File: src/rtl/lab5_mod_pkg.sv
`default_nettype none
// ============================================================================
//  Module      : lab5_mod_pkg
//  Description : Shared types and constants for the LFSR symbol modulator.
//  Revision    : 1.0 - initial release
// ============================================================================
package lab5_mod_pkg;

    typedef enum logic [1:0] {
        MOD_NONE = 2'd0,
        MOD_ASK  = 2'd1,
        MOD_FSK  = 2'd2,
        MOD_BPSK = 2'd3
    } mod_sel_t;

    typedef enum logic [0:0] {
        TRACK   = 1'b0,
        PENDING = 1'b1
    } align_state_t;

    // Matches the LFSR seed 11111 so release from reset is strobe-free
    localparam logic SYNC_RESET_VAL = 1'b1;

endpackage
`default_nettype wire

File: src/rtl/bit_sync.sv
`default_nettype none
// ============================================================================
//  Module      : bit_sync
//  Description : Multi-flop synchroniser with asynchronous active-low preset,
//                for single slow-domain control bits.
//  Revision    : 1.0 - initial release
// ============================================================================
module bit_sync #(
    parameter int   STAGES    = 2,
    parameter logic RESET_VAL = 1'b1
) (
    input  logic clk,
    input  logic rst_n,
    input  logic d,
    output logic q
);

    logic [STAGES-1:0] r_sync;

    always_ff @(posedge clk or negedge rst_n) begin
        if (!rst_n) begin
            r_sync <= {STAGES{RESET_VAL}};
        end else begin
            r_sync <= {r_sync[STAGES-2:0], d};
        end
    end

    assign q = r_sync[STAGES-1];

endmodule
`default_nettype wire

File: src/rtl/lfsr_symbol_modulator.sv
`default_nettype none
// ============================================================================
//  Module      : lfsr_symbol_modulator
//  Description : Synchronises lfsr[0] as a symbol stream and applies it to a
//                DDS phase accumulator as ASK, FSK or BPSK.
//                Define LFSR_MOD_PHASE_ALIGN_EN for phase-continuous switching
//                (symbol updates held until the accumulator wraps).
//  Revision    : 1.0 - initial release
// ============================================================================
module lfsr_symbol_modulator #(
    parameter int ACC_W       = 32,
    parameter int PHASE_W     = 12,
    parameter int SYNC_STAGES = 2
) (
    input  logic               clk,
    input  logic               reset,
    input  logic               lfsr_bit,
    input  logic [1:0]         mod_sel,
    input  logic [ACC_W-1:0]   tw_base,
    input  logic [ACC_W-1:0]   tw_alt,
    output logic [PHASE_W-1:0] phase_out,
    output logic               amp_en,
    output logic               sym_bit,
    output logic               sym_strobe
);

    import lab5_mod_pkg::*;

    logic               w_sync_out;
    mod_sel_t           w_mod;
    logic [ACC_W-1:0]   w_tw_sel;
    logic [ACC_W-1:0]   w_acc_next;
    logic [PHASE_W-1:0] w_offset;
    logic               w_amp_next;
    logic               w_update;

    logic [ACC_W-1:0]   r_acc;
    logic [PHASE_W-1:0] r_phase;
    logic               r_amp_en;
    logic               r_sym_bit;
    logic               r_sym_strobe;

    bit_sync #(
        .STAGES    (SYNC_STAGES),
        .RESET_VAL (SYNC_RESET_VAL)
    ) u_bit_sync (
        .clk   (clk),
        .rst_n (reset),
        .d     (lfsr_bit),
        .q     (w_sync_out)
    );

    assign w_mod = mod_sel_t'(mod_sel);

`ifdef LFSR_MOD_PHASE_ALIGN_EN
    logic         w_wrap;
    align_state_t r_state;
    align_state_t w_state_next;

    always_comb begin
        w_tw_sel = (w_mod == MOD_FSK && !r_sym_bit) ? tw_alt : tw_base;
        {w_wrap, w_acc_next} = {1'b0, r_acc} + {1'b0, w_tw_sel};
    end

    always_ff @(posedge clk or negedge reset) begin
        if (!reset) begin
            r_state <= TRACK;
        end else begin
            r_state <= w_state_next;
        end
    end

    // A zero tuning word never wraps, so it releases the update immediately
    always_comb begin
        w_state_next = r_state;
        w_update     = 1'b0;
        case (r_state)
            TRACK: begin
                if (w_sync_out != r_sym_bit) begin
                    w_state_next = PENDING;
                end
            end
            PENDING: begin
                if (w_sync_out == r_sym_bit) begin
                    w_state_next = TRACK;
                end else if (w_wrap || (w_tw_sel == '0)) begin
                    w_update     = 1'b1;
                    w_state_next = TRACK;
                end
            end
            default: w_state_next = TRACK;
        endcase
    end
`else
    always_comb begin
        w_tw_sel   = (w_mod == MOD_FSK && !r_sym_bit) ? tw_alt : tw_base;
        w_acc_next = r_acc + w_tw_sel;
    end

    assign w_update = (w_sync_out != r_sym_bit);
`endif

    always_comb begin
        w_offset   = '0;
        w_amp_next = 1'b1;
        if (w_mod == MOD_BPSK && !r_sym_bit) begin
            w_offset = {1'b1, {(PHASE_W-1){1'b0}}};
        end
        if (w_mod == MOD_ASK && !r_sym_bit) begin
            w_amp_next = 1'b0;
        end
    end

    // Phase is taken from the pre-update accumulator: one cycle of latency
    always_ff @(posedge clk or negedge reset) begin
        if (!reset) begin
            r_acc        <= '0;
            r_phase      <= '0;
            r_amp_en     <= 1'b1;
            r_sym_bit    <= 1'b1;
            r_sym_strobe <= 1'b0;
        end else begin
            r_acc        <= w_acc_next;
            r_phase      <= r_acc[ACC_W-1 -: PHASE_W] + w_offset;
            r_amp_en     <= w_amp_next;
            r_sym_strobe <= w_update;
            if (w_update) begin
                r_sym_bit <= w_sync_out;
            end
        end
    end

    assign phase_out  = r_phase;
    assign amp_en     = r_amp_en;
    assign sym_bit    = r_sym_bit;
    assign sym_strobe = r_sym_strobe;

endmodule
`default_nettype wire
File: config.mk
export PLATFORM = sky130hd
export DESIGN_NAME = lfsr_symbol_modulator
export DESIGN_NICKNAME = d
export VERILOG_FILES = /design/src/rtl/lab5_mod_pkg.sv /design/src/rtl/bit_sync.sv /design/src/rtl/lfsr_symbol_modulator.sv
export SDC_FILE = /design/constraint.sdc
export NUM_CORES = 1
export LEC_CHECK = 0
export BUFFER_PORTS_ARGS = -buffer_cell sky130_fd_sc_hd__buf_4
export CORE_ASPECT_RATIO = 0.5
export CORE_MARGIN = 2
export CORE_UTILIZATION = 34
export CTS_BUF_LIST = sky130_fd_sc_hd__clkbuf_4
export DETAILED_ROUTE_END_ITERATION = 12
export PLACE_DENSITY = 0.56
export SYNTH_ARGS = -nofsm -noshare
export SYNTH_HDL_FRONTEND = slang
export SYNTH_SLANG_ARGS = --single-unit
export TNS_END_PERCENT = 20
File: constraint.sdc
create_clock -name clk -period 10 [get_ports clk]
set_input_delay 1 -clock clk [delete_from_list [all_inputs] [get_ports clk]]
set_output_delay 1 -clock clk [all_outputs]
set_load 0.02 [all_outputs]
# Word level (Yosys, flattened, before mapping)
# Cells that the tools add are included.
dict set report word_totals {
  ff_bits 49
  out_inout_bits 15
  word_cells 19
}
dict set report op_classes {
  addsub 2
  n_eq_ne 4
  muxes 3
  n_reduce_logical 4
}
# cell count
set ops {}
lappend ops {{adder 32 bit} 1}
lappend ops {{two-way mux 32 bit} 1}
lappend ops {{adder 12 bit} 1}
lappend ops {{two-way mux 12 bit} 1}
lappend ops {{equality test 2 bit (second input constant)} 2}
lappend ops {{logical AND 1 bit} 3}
lappend ops {{equality test 2 x 1 -> 1 bit (second input constant)} 1}
lappend ops {{logical NOT 1 bit} 1}
lappend ops {{two-way mux 1 bit} 1}
lappend ops {{!= test 1 bit} 1}

# Longest topological paths before layout
# Gate-level depths: netlist of the first run.
dict set report depth {
  depth_word 4
  ltp_mapped 13
  ltp_nobuf 12
}

# Hierarchy
# Synthesis of the first run repeated with hierarchy kept, for this count alone.
dict set report hier_totals {
  cells_unflattened 353
  area_unflattened_um2 3524.6
}
# module instances cells_per_inst area_per_inst_um2 seq_area_each_um2
set modules_own_cells {}
lappend modules_own_cells {lfsr_symbol_modulator 1 351 3472.1 1178.6}
lappend modules_own_cells {bit_sync 1 2 52.6 52.6}

# Least setup slack after synthesis of the first run
# OpenSTA, ideal clock, no wires.
dict set report synth_path {
  kind {input-to-reg}
  start {in mod_sel[0]}
  end {reg r_acc[18]}
  arrival_ps 3934
  required_time_ps 9896
  setup_slack_ps 5962
  cell_stages 12
  n_path_buf 2
  path_cell_list {nor3b_1 -> clkbuf_1 -> mux2_2 -> ha_1 -> buf_6 -> a21oi_1 -> o21ai_1 -> a311oi_1 -> a21oi_1 -> o21ai_2 -> or4b_1 -> o311ai_1}
}
dict set report synth_between {
  elab_chain_len 4
}
# element line_no
set synth_lines {}
lappend synth_lines {{from (decl)} lfsr_symbol_modulator.sv:18} ;# input logic [1:0] mod_sel,
lappend synth_lines {{equality test 2 bit} lfsr_symbol_modulator.sv:96} ;# w_tw_sel = (w_mod == MOD_FSK && !r_sym_bit) ? tw_alt : tw_base;
lappend synth_lines {{logical AND 1 bit} lfsr_symbol_modulator.sv:96}
lappend synth_lines {{two-way mux 32 bit} lfsr_symbol_modulator.sv:96}
lappend synth_lines {{adder 32 bit} lfsr_symbol_modulator.sv:97} ;# w_acc_next = r_acc + w_tw_sel;
lappend synth_lines {{via w_acc_next[18]} lfsr_symbol_modulator.sv:32} ;# logic [ACC_W-1:0] w_acc_next;
lappend synth_lines {{to (signal assigned)} lfsr_symbol_modulator.sv:123} ;# r_acc <= w_acc_next;
lappend synth_lines {{to (decl)} lfsr_symbol_modulator.sv:37} ;# logic [ACC_W-1:0] r_acc;
# The timed path passes the listed nets, and every way through them passes these cells.
# A chain may end at the register's enable or synchronous reset.

# Worst setup path in the final report of the first run
# Same ends and word-level chain as after synthesis.

==> results of run 1 <==
-- cells by family after synthesis --
group	Yosys count
buffers and inverters	27
xor gates and xnor gates	24
muxes	33
and+or+nand+nor	80
AOI/OAI and AO/OA	106
DFF	49
adders and majority gates	35
-- power groups by stage --
stage / sequential [uW] / combinational (uW) / clock [uW]
4_1_cts: 338 / 815 / 107
6_report: 336 / 814 / 102
3_5_place_dp: 342 / 811 / 0
5_1_grt: 347 / 909 / 115
2_1_floorplan: 367 / 589 / 0
3_3_place_gp: 343 / 811 / 0
-- routing by layer --
metal	wire length (um)	part of all wire
met2	3360	0.43
met5	0	0
met1	4030	0.51
met4	122	0.015
met3	355	0.045
-- worst register-to-register path, delay by kind of cell, from the launching register on --
family	cells	cell delay, ns
adders and majority gates	1	0.39
DFF	1	0.43
AOI/OAI and AO/OA	6	1.30
and+or+nand+nor	2	0.63
muxes	1	0.39
buffers and inverters	1	0.33
-- through the flow --
step	instances	area [um^2]
after floorplan	354	3490
after global placement	567	4260
after detailed placement	567	4260
after CTS	575	4320
after global routing	575	4320
final	575	4320
-- final timing paths --
check / from / to / slack (ns) / depth (start not counted)
setup / recovery: mod_sel[0] / r_acc[18]$_DFF_PN0_ / 6.11 / 12
hold / removal: u_bit_sync.r_sync[0]$_DFF_PN1_ / u_bit_sync.r_sync[1]$_DFF_PN1_ / 0.37 / 0
setup reg to reg: sym_bit$_DFFE_PN1P_ / r_acc[18]$_DFF_PN0_ / 6.43 / 11
hold reg to reg: u_bit_sync.r_sync[0]$_DFF_PN1_ / u_bit_sync.r_sync[1]$_DFF_PN1_ / 0.37 / 0
max in group asynchronous: reset / r_acc[2]$_DFF_PN0_ / 8.95 / 1
min in group asynchronous: reset / phase_out[9]$_DFF_PN0_ / 0.61 / 1
-- cells in the final DEF, fill, tap and decap left out, types with 3 or more instances in the layout --
master and count:
sky130_fd_sc_hd__clkbuf_4 5, sky130_fd_sc_hd__ha_1 34, sky130_fd_sc_hd__a21o_1 13, sky130_fd_sc_hd__and2_1 5
sky130_fd_sc_hd__o21bai_1 4, sky130_fd_sc_hd__o21a_1 4, sky130_fd_sc_hd__a21oi_1 33, sky130_fd_sc_hd__nand3_1 7
sky130_fd_sc_hd__o21ai_0 13, sky130_fd_sc_hd__xor2_1 7, sky130_fd_sc_hd__a31oi_1 4, sky130_fd_sc_hd__dfrtp_1 45
sky130_fd_sc_hd__and3_1 3, sky130_fd_sc_hd__mux2_2 32, sky130_fd_sc_hd__buf_4 85, sky130_fd_sc_hd__nor2_1 16
sky130_fd_sc_hd__o21ai_1 4, sky130_fd_sc_hd__nor3_1 3, sky130_fd_sc_hd__inv_1 15, sky130_fd_sc_hd__xnor2_1 17
sky130_fd_sc_hd__nand3b_1 3, sky130_fd_sc_hd__a211oi_1 4, sky130_fd_sc_hd__o211ai_1 3, sky130_fd_sc_hd__dfstp_2 4
sky130_fd_sc_hd__nand2_1 27
-- cell type report --
type / instances / share of cell area
clock buffer: 5 / 0.00869
clock inverter: 3 / 0.00579
inverter: 15 / 0.0130
multi-input combinational: 278 / 0.499
sequential: 49 / 0.285
tap: 140 / 0.0405
timing repair buffer: 85 / 0.148
-- state kept, by name, indices dropped and copies added, names as in the netlist --
signal	cells
sym_strobe	1
amp_en	1
phase_out	12
sym_bit	1
r_acc	32
u_bit_sync.r_sync	2
==> tab_implementation.tex, run 1 <==
\begin{tabular}{lr}
\hline
Metric & Value \\
\hline
\multicolumn{2}{l}{\textbf{Outcome}} \\
\quad Run status & finished, final reports clean \\
\multicolumn{2}{l}{\textbf{Synth}} \\
\quad Post-synthesis cell type count & 58 \\
\quad Most frequent cell after synthesis & sky130\_fd\_sc\_hd\_\_dfrtp\_1 \\
\quad Syn nets & 458 \\
\quad Post-synthesis instance total & 354 \\
\quad Fraction of the mapped netlist area in adder cells & 0.128 \\
\quad Dominant combinational cell family by area after synthesis & compound AO/OA/AOI/OAI gates \\
\quad Area fraction in compound gates after synthesis & 0.208 \\
\quad Mux share of post-synthesis cell area & 0.106 \\
\quad Synth async-reset ratio & 1.00 \\
\quad Library cell occupying the most area in the post-synthesis netlist & sky130\_fd\_sc\_hd\_\_dfrtp\_1 \\
\quad Top cells by area in the synthesized netlist & sky130\_fd\_sc\_hd\_\_dfrtp\_1 (32\%), sky130\_fd\_sc\_hd\_\_ha\_1 (12\%), sky130\_fd\_sc\_hd\_\_mux2\_2 (10\%) \\
\quad Area share of xor/xnor cells in the synthesized design & 0.0602 \\
\quad Leading cell types by count after synthesis & sky130\_fd\_sc\_hd\_\_dfrtp\_1 (45), sky130\_fd\_sc\_hd\_\_ha\_1 (34), sky130\_fd\_sc\_hd\_\_a21oi\_1 (33) \\
\quad Simple-gate portion of the synthesized area & 0.114 \\
\quad Number of synthesized register bits & 49 \\
\quad Area share of the largest cell type after synthesis & 0.322 \\
\quad Count of flip-flops with a built-in enable after synthesis & 0 \\
\quad Flip-flop cell with the highest count after synthesis & sky130\_fd\_sc\_hd\_\_dfrtp\_1 \\
\quad Sequential share of the synthesized area & 0.352 \\
\quad Warning count from the yosys run & 0 \\
\quad Synthesized cell area & 3490 um\^{}2 \\
\quad Average cell area after synthesis & 9.87 um\^{}2 \\
\multicolumn{2}{l}{\textbf{Global routing}} \\
\quad Number of antenna violations at the first check in global routing & 0 \\
\quad GRT met2 Usage & 0.234 \\
\quad Met3 Use GR & 0.0323 \\
\quad Met1 routing resource usage after global routing & 0.204 \\
\quad Vias in the first global route & 2731 \\
\quad Total congestion overflow after global routing & 0 \\
\quad Pin count of the biggest net entering global routing & 50 \\
\quad Layer carrying the most global-route usage & met2 \\
\quad Total routing usage reported by global routing & 0.145 \\
\quad First-pass GRT wire length & 12.9 mm \\
\multicolumn{2}{l}{\textbf{Power and ir drop}} \\
\quad Final total power & 1250 uW \\
\quad Power density normalized to cell area & 290 nW/um\^{}2 \\
\quad Logic pwr share & 0.650 \\
\quad Net switching share of the total power & 0.452 \\
\quad Internal Pwr Total & 685 uW \\
\quad Sequential share of power & 0.269 \\
\quad Worst vdd ir & 96.3 uV \\
\quad Leakage power summed over all cells & 0.00197 uW \\
\quad Switching pwr & 566 uW \\
\quad Clock group share of total power & 0.081 \\
\multicolumn{2}{l}{\textbf{Layout}} \\
\quad Utilization after layout & 0.428 \\
\quad Layout-stage area growth over the synthesis result & 23.7\% \\
\quad Multi-input logic area & 2160 um\^{}2 \\
\quad Reg area & 1230 um\^{}2 \\
\quad Proportion of layout cells with a drive suffix above 1 & 0.317 \\
\quad Total Nets Final & 538 \\
\quad Count of inserted antenna diode cells & 0 \\
\quad Fillers & 1021 \\
\multicolumn{2}{l}{\textbf{Placement}} \\
\quad Total of buffers placed on input and output ports & 83 \\
\quad RePlAce Congestion & 0.838 \\
\quad Dpl hpwl & 6.13 mm \\
\quad Post-placement setup slack & 5.76 ns \\
\multicolumn{2}{l}{\textbf{Route}} \\
\quad Remaining antenna violation count & 0 \\
\quad Detail-routed net length per standard cell & 13.7 um \\
\quad Overall routed net length & 7.87 mm \\
\quad Number of vias per cell after detailed routing & 4.99 \\
\quad Drt first-iter violations & 113 \\
\quad Via total after detailed routing & 2872 \\
\quad Detailed-routing iteration count for the pre-antenna-repair pass & 5 \\
\quad DRC errors left & 0 \\
\multicolumn{2}{l}{\textbf{STA}} \\
\quad Normalized max-slew margin & 0.572 \\
\quad Setup TNS & 0 ns \\
\quad Worst Hold Margin & 0.372 ns \\
\quad Fin. max-slew vios & 0 \\
\quad Post-route minimum period & 3.89 ns \\
\quad Measured slew at the worst slew-check pin & 0.641 ns \\
\quad Fin. Hold Viols & 0 \\
\quad Final setup violation count & 0 \\
\quad Setup repair after global routing missed its margin & no \\
\quad Fmax & 0.257 GHz \\
\quad Worst clock skew & 0.0195 ns \\
\quad Final worst setup slack & 6.11 ns \\
\quad Period utilization & 0.389 \\
\multicolumn{2}{l}{\textbf{Floorplanning}} \\
\quad Die Width & 147 um \\
\quad Core outline area & 10100 um\^{}2 \\
\quad I/O pin total & 84 \\
\quad Effective utilization at floorplan & 0.346 \\
\quad Placement row count & 26 \\
\quad Die area & 11200 um\^{}2 \\
\quad Die height & 75.7 um \\
\multicolumn{2}{l}{\textbf{Worst setup path}} \\
\quad Cell Chain, Critical Path & buf\_4 > nor3b\_2 > buf\_4 > mux2\_2 > ha\_1 > a21oi\_1 > o21ai\_1 > a311oi\_1 > a21oi\_1 > o21ai\_2 > or4b\_1 > o311ai\_1 \\
\quad Number of buffers and inverters on the critical path & 2 \\
\quad Data arrival time of the worst path & 4.17 ns \\
\quad Worst Path Max Fanout & 23 \\
\quad Worst Setup End Kind & register \\
\quad Highest-delay cell along the critical path & sky130\_fd\_sc\_hd\_\_a311oi\_1 \\
\quad Worst stage delay on the critical path & 0.56 ns \\
\quad CP required & 10.29 ns \\
\quad Top Family by Delay on Critical Path & compound AO/OA/AOI/OAI gates \\
\quad Start-to-end type of the worst setup path & input port to register \\
\quad Worst setup SP type & input port \\
\multicolumn{2}{l}{\textbf{Clock tree}} \\
\quad Clock Latency Late Sink & 0.39 ns \\
\quad Clock tree buffer depth & 2 \\
\quad Resized cells post-CTS & 0 \\
\quad CTS hold repair buffers & 0 \\
\quad Count of clock tree sinks & 49 \\
\quad Root buffer selected by CTS & sky130\_fd\_sc\_hd\_\_clkbuf\_4 \\
\quad CTS tree & done \\
\quad Setup Fix Bufs, Post-CTS & 0 \\
\quad Number of clock buffers inserted by TritonCTS & 5 \\
\quad H-tree level count & 2 \\
\quad Reg clk slew, reported paths & 0.17 ns \\
\multicolumn{2}{l}{\textbf{Min path}} \\
\quad Worst Hold Class & register to register \\
\multicolumn{2}{l}{\textbf{Flow run}} \\
\quad Max-capacitance violation count & 0 \\
\hline
\end{tabular}
Note: power is estimated with default switching activity, not from simulation.
==> inputs of run 2 (changes only) <==
- ABC_AREA: not set -> 1
- PLACE_DENSITY: 0.56 -> 0.55
- clock period: 10 -> 3.9 ns (I/O delays scaled with it)
==> run 2 against run 1 <==
First-iteration DRC count is 95% higher; clock skew down 0.010 ns; flip-flop and latch count did not move; clock power grew to 3.2 times the previous value; via count up 29%; final area up 16%; register-to-register slack got worse by 5.5 ns; largest cell class unchanged.
==> tab_implementation.tex, run 2 <==
\begin{tabular}{lr}
\hline
Metric & Value \\
\hline
\multicolumn{2}{l}{\textbf{STA}} \\
\quad Normalized max-slew margin & 0.561 \\
\quad Measured slew at the worst slew-check pin & 0.658 ns \\
\quad Period utilization & 0.769 \\
\quad Final setup violation count & 0 \\
\quad Setup repair after global routing missed its margin & no \\
\quad Fin. max-slew vios & 0 \\
\quad Setup TNS & 0 ns \\
\quad Post-route minimum period & 3.00 ns \\
\quad Fin. Hold Viols & 0 \\
\quad Fmax & 0.334 GHz \\
\quad Worst Hold Margin & 0.0000560 ns \\
\quad Worst clock skew & 0.00914 ns \\
\multicolumn{2}{l}{\textbf{Synth}} \\
\quad Synth async-reset ratio & 1.00 \\
\quad Library cell occupying the most area in the post-synthesis netlist & sky130\_fd\_sc\_hd\_\_dfrtp\_1 \\
\quad Post-synthesis cell type count & 28 \\
\quad Number of synthesized register bits & 49 \\
\quad Warning count from the yosys run & 0 \\
\quad Leading cell types by count after synthesis & sky130\_fd\_sc\_hd\_\_nand2\_1 (227), sky130\_fd\_sc\_hd\_\_inv\_1 (122), sky130\_fd\_sc\_hd\_\_dfrtp\_1 (45) \\
\quad Average cell area after synthesis & 6.81 um\^{}2 \\
\quad Post-synthesis instance total & 606 \\
\quad Sequential share of the synthesized area & 0.298 \\
\quad Count of flip-flops with a built-in enable after synthesis & 0 \\
\quad Flip-flop cell with the highest count after synthesis & sky130\_fd\_sc\_hd\_\_dfrtp\_1 \\
\quad Most frequent cell after synthesis & sky130\_fd\_sc\_hd\_\_nand2\_1 \\
\quad Area share of the largest cell type after synthesis & 0.273 \\
\quad Syn nets & 710 \\
\quad Top cells by area in the synthesized netlist & sky130\_fd\_sc\_hd\_\_dfrtp\_1 (27\%), sky130\_fd\_sc\_hd\_\_nand2\_1 (21\%), sky130\_fd\_sc\_hd\_\_inv\_1 (11\%) \\
\quad Synthesized cell area & 4130 um\^{}2 \\
\multicolumn{2}{l}{\textbf{Route}} \\
\quad DRC errors left & 0 \\
\quad Via total after detailed routing & 3714 \\
\quad Detailed-routing iteration count for the pre-antenna-repair pass & 5 \\
\quad Detail-routed net length per standard cell & 12.8 um \\
\quad Remaining antenna violation count & 0 \\
\quad Overall routed net length & 11.0 mm \\
\quad Drt first-iter violations & 220 \\
\quad Number of vias per cell after detailed routing & 4.32 \\
\multicolumn{2}{l}{\textbf{Global routing}} \\
\quad Pin count of the biggest net entering global routing & 50 \\
\quad Vias in the first global route & 3490 \\
\quad First-pass GRT wire length & 17.8 mm \\
\quad Number of antenna violations at the first check in global routing & 0 \\
\quad Total routing usage reported by global routing & 0.177 \\
\quad Total congestion overflow after global routing & 0 \\
\multicolumn{2}{l}{\textbf{Clock tree}} \\
\quad Setup Fix Bufs, Post-CTS & 0 \\
\quad Clock Latency Late Sink & 0.40 ns \\
\quad Root buffer selected by CTS & sky130\_fd\_sc\_hd\_\_clkbuf\_4 \\
\quad Clock tree buffer depth & 2 \\
\quad Reg clk slew, reported paths & 0.16 ns \\
\quad Resized cells post-CTS & 0 \\
\quad H-tree level count & 2 \\
\quad CTS hold repair buffers & 0 \\
\quad CTS tree & done \\
\quad Count of clock tree sinks & 49 \\
\quad Number of clock buffers inserted by TritonCTS & 5 \\
\multicolumn{2}{l}{\textbf{Floorplanning}} \\
\quad Die area & 13100 um\^{}2 \\
\quad Die height & 81.9 um \\
\quad Die Width & 160 um \\
\quad Core outline area & 11800 um\^{}2 \\
\quad I/O pin total & 84 \\
\quad Placement row count & 28 \\
\quad Effective utilization at floorplan & 0.349 \\
\multicolumn{2}{l}{\textbf{Outcome}} \\
\quad Run status & finished, final reports clean \\
\multicolumn{2}{l}{\textbf{Worst setup path}} \\
\quad Worst setup SP type & register \\
\quad Worst Path Max Fanout & 19 \\
\quad Start-to-end type of the worst setup path & register to register \\
\quad Data arrival time of the worst path & 3.31 ns \\
\quad Worst Setup End Kind & register \\
\quad Cell depth of the worst flop-to-flop path & 15 \\
\quad CP required & 4.21 ns \\
\multicolumn{2}{l}{\textbf{Layout}} \\
\quad Most flop-heavy register & r\_acc \\
\quad Total Nets Final & 798 \\
\quad Most frequent cells in the layout & sky130\_fd\_sc\_hd\_\_nand2\_1 (227), sky130\_fd\_sc\_hd\_\_inv\_1 (122), sky130\_fd\_sc\_hd\_\_buf\_4 (85) \\
\quad Leading cell type in the layout, fill and taps excluded & sky130\_fd\_sc\_hd\_\_nand2\_1 \\
\quad Final standard cell count with taps included and fillers excluded & 860 \\
\quad Number of flip-flops in the largest register & 32 \\
\quad Proportion of layout cells with a drive suffix above 1 & 0.219 \\
\quad Layout-stage area growth over the synthesis result & 21.9\% \\
\quad Final cell area excluding filler cells & 5030 um\^{}2 \\
\quad Count of inserted antenna diode cells & 0 \\
\multicolumn{2}{l}{\textbf{Power and ir drop}} \\
\quad Leakage power summed over all cells & 0.00299 uW \\
\quad Power density normalized to cell area & 711 nW/um\^{}2 \\
\quad Worst vdd ir & 174 uV \\
\multicolumn{2}{l}{\textbf{Placement}} \\
\quad Total of buffers placed on input and output ports & 83 \\
\quad Dpl hpwl & 9.15 mm \\
\quad Post-Place Cells & 852 \\
\quad DP Area & 4950 um\^{}2 \\
\quad RePlAce Congestion & 0.949 \\
\multicolumn{2}{l}{\textbf{Min path}} \\
\quad Worst Hold Class & input port to asynchronous set/reset pin \\
\multicolumn{2}{l}{\textbf{Flow run}} \\
\quad Max-capacitance violation count & 0 \\
\hline
\end{tabular}
[run 2: cell types whose count changed after synthesis, moves of 5 or more]
cell,delta
sky130_fd_sc_hd__nand2_1,+200
sky130_fd_sc_hd__inv_1,+107
sky130_fd_sc_hd__nand3_1,+21
sky130_fd_sc_hd__nor2_1,+21
sky130_fd_sc_hd__xnor2_1,-15
sky130_fd_sc_hd__nand2_2,+14
sky130_fd_sc_hd__a21o_1,-12
sky130_fd_sc_hd__a21oi_1,-12
sky130_fd_sc_hd__o21ai_0,-12
sky130_fd_sc_hd__clkbuf_1,-9
sky130_fd_sc_hd__xor2_1,+8
sky130_fd_sc_hd__and2_1,-5
[run 2: final timing paths]
kind	to	from	slack (ns)
min in group clk	u_bit_sync.r_sync[0]$_DFF_PN1_	lfsr_bit	0.07
max in group asynchronous	phase_out[8]$_DFF_PN0_	reset	3.47
worst max-delay path	r_acc[16]$_DFF_PN0_	sym_bit$_DFFE_PN1P_	0.90
worst min register to register	u_bit_sync.r_sync[1]$_DFF_PN1_	u_bit_sync.r_sync[0]$_DFF_PN1_	0.37
worst min-delay path	r_acc[19]$_DFF_PN0_	reset	0.00006
worst max register to register	r_acc[16]$_DFF_PN0_	sym_bit$_DFFE_PN1P_	0.90
[run 2: kinds of logic (layout without fill, tap and decap cells)]
kind of cell    Yosys count  count (layout)  share of synthesized area
mux                      30              30                     0.0819
xor+xnor                 17              17                     0.0361
flops                    49              49                      0.298
compound gates           27              27                     0.0361
simple gates            320             320                      0.321
fa+ha+maj                35              35                      0.108
buf+inv                 128             217                      0.119
[run 2: stage by stage]
step           power [uW]  utilization  worst slack, ns
2_1_floorplan        2570            -             1.28
3_3_place_gp         3240        0.419            0.962
3_5_place_dp         3250        0.419            0.954
4_1_cts              3600        0.426            0.925
5_1_grt              3980        0.426            0.684
6_report             3580        0.426            0.902
[run 2: worst max-delay path, cell delays in order, from the launching register on]
cell and delay [ns]:
sky130_fd_sc_hd__dfstp_2 0.58, sky130_fd_sc_hd__inv_1 0.06, sky130_fd_sc_hd__nand2_1 0.10, sky130_fd_sc_hd__buf_4 0.27
sky130_fd_sc_hd__mux2_2 0.21, sky130_fd_sc_hd__ha_1 0.19, sky130_fd_sc_hd__inv_1 0.07, sky130_fd_sc_hd__fa_1 0.41
sky130_fd_sc_hd__inv_1 0.13, sky130_fd_sc_hd__nand3_1 0.08, sky130_fd_sc_hd__nand3_1 0.18, sky130_fd_sc_hd__nand2_1 0.11
sky130_fd_sc_hd__a21oi_1 0.32, sky130_fd_sc_hd__nor2_1 0.07, sky130_fd_sc_hd__nand2_1 0.06, sky130_fd_sc_hd__nand2_1 0.04
[run 2: cell type report]
class,count,area [um^2]
timing repair buffer,85,638
sequential,49,1230
fill,1287,6780
multi-input combinational,429,2400
clock buffer,5,37.5
tap,165,206
inverter,124,465
clock inverter,3,46.3
[run 2: layer usage]
layer  part of all wire  wire length, um  global-route usage
met1               0.56             6140               0.272
met2               0.37             4090               0.256
met3              0.062              685              0.0298
met4              0.011              118              0.0378
met5                  0                0                   0
[run 2: power by group]
| group | total [uW] | internal [uW] | leakage (uW) | switching, uW |
|---|---|---|---|---|
| combinational | 2380 | 855 | 0.00237 | 1530 |
| clock | 326 | 136 | 0.0000414 | 190 |
| sequential | 867 | 762 | 0.000575 | 105 |
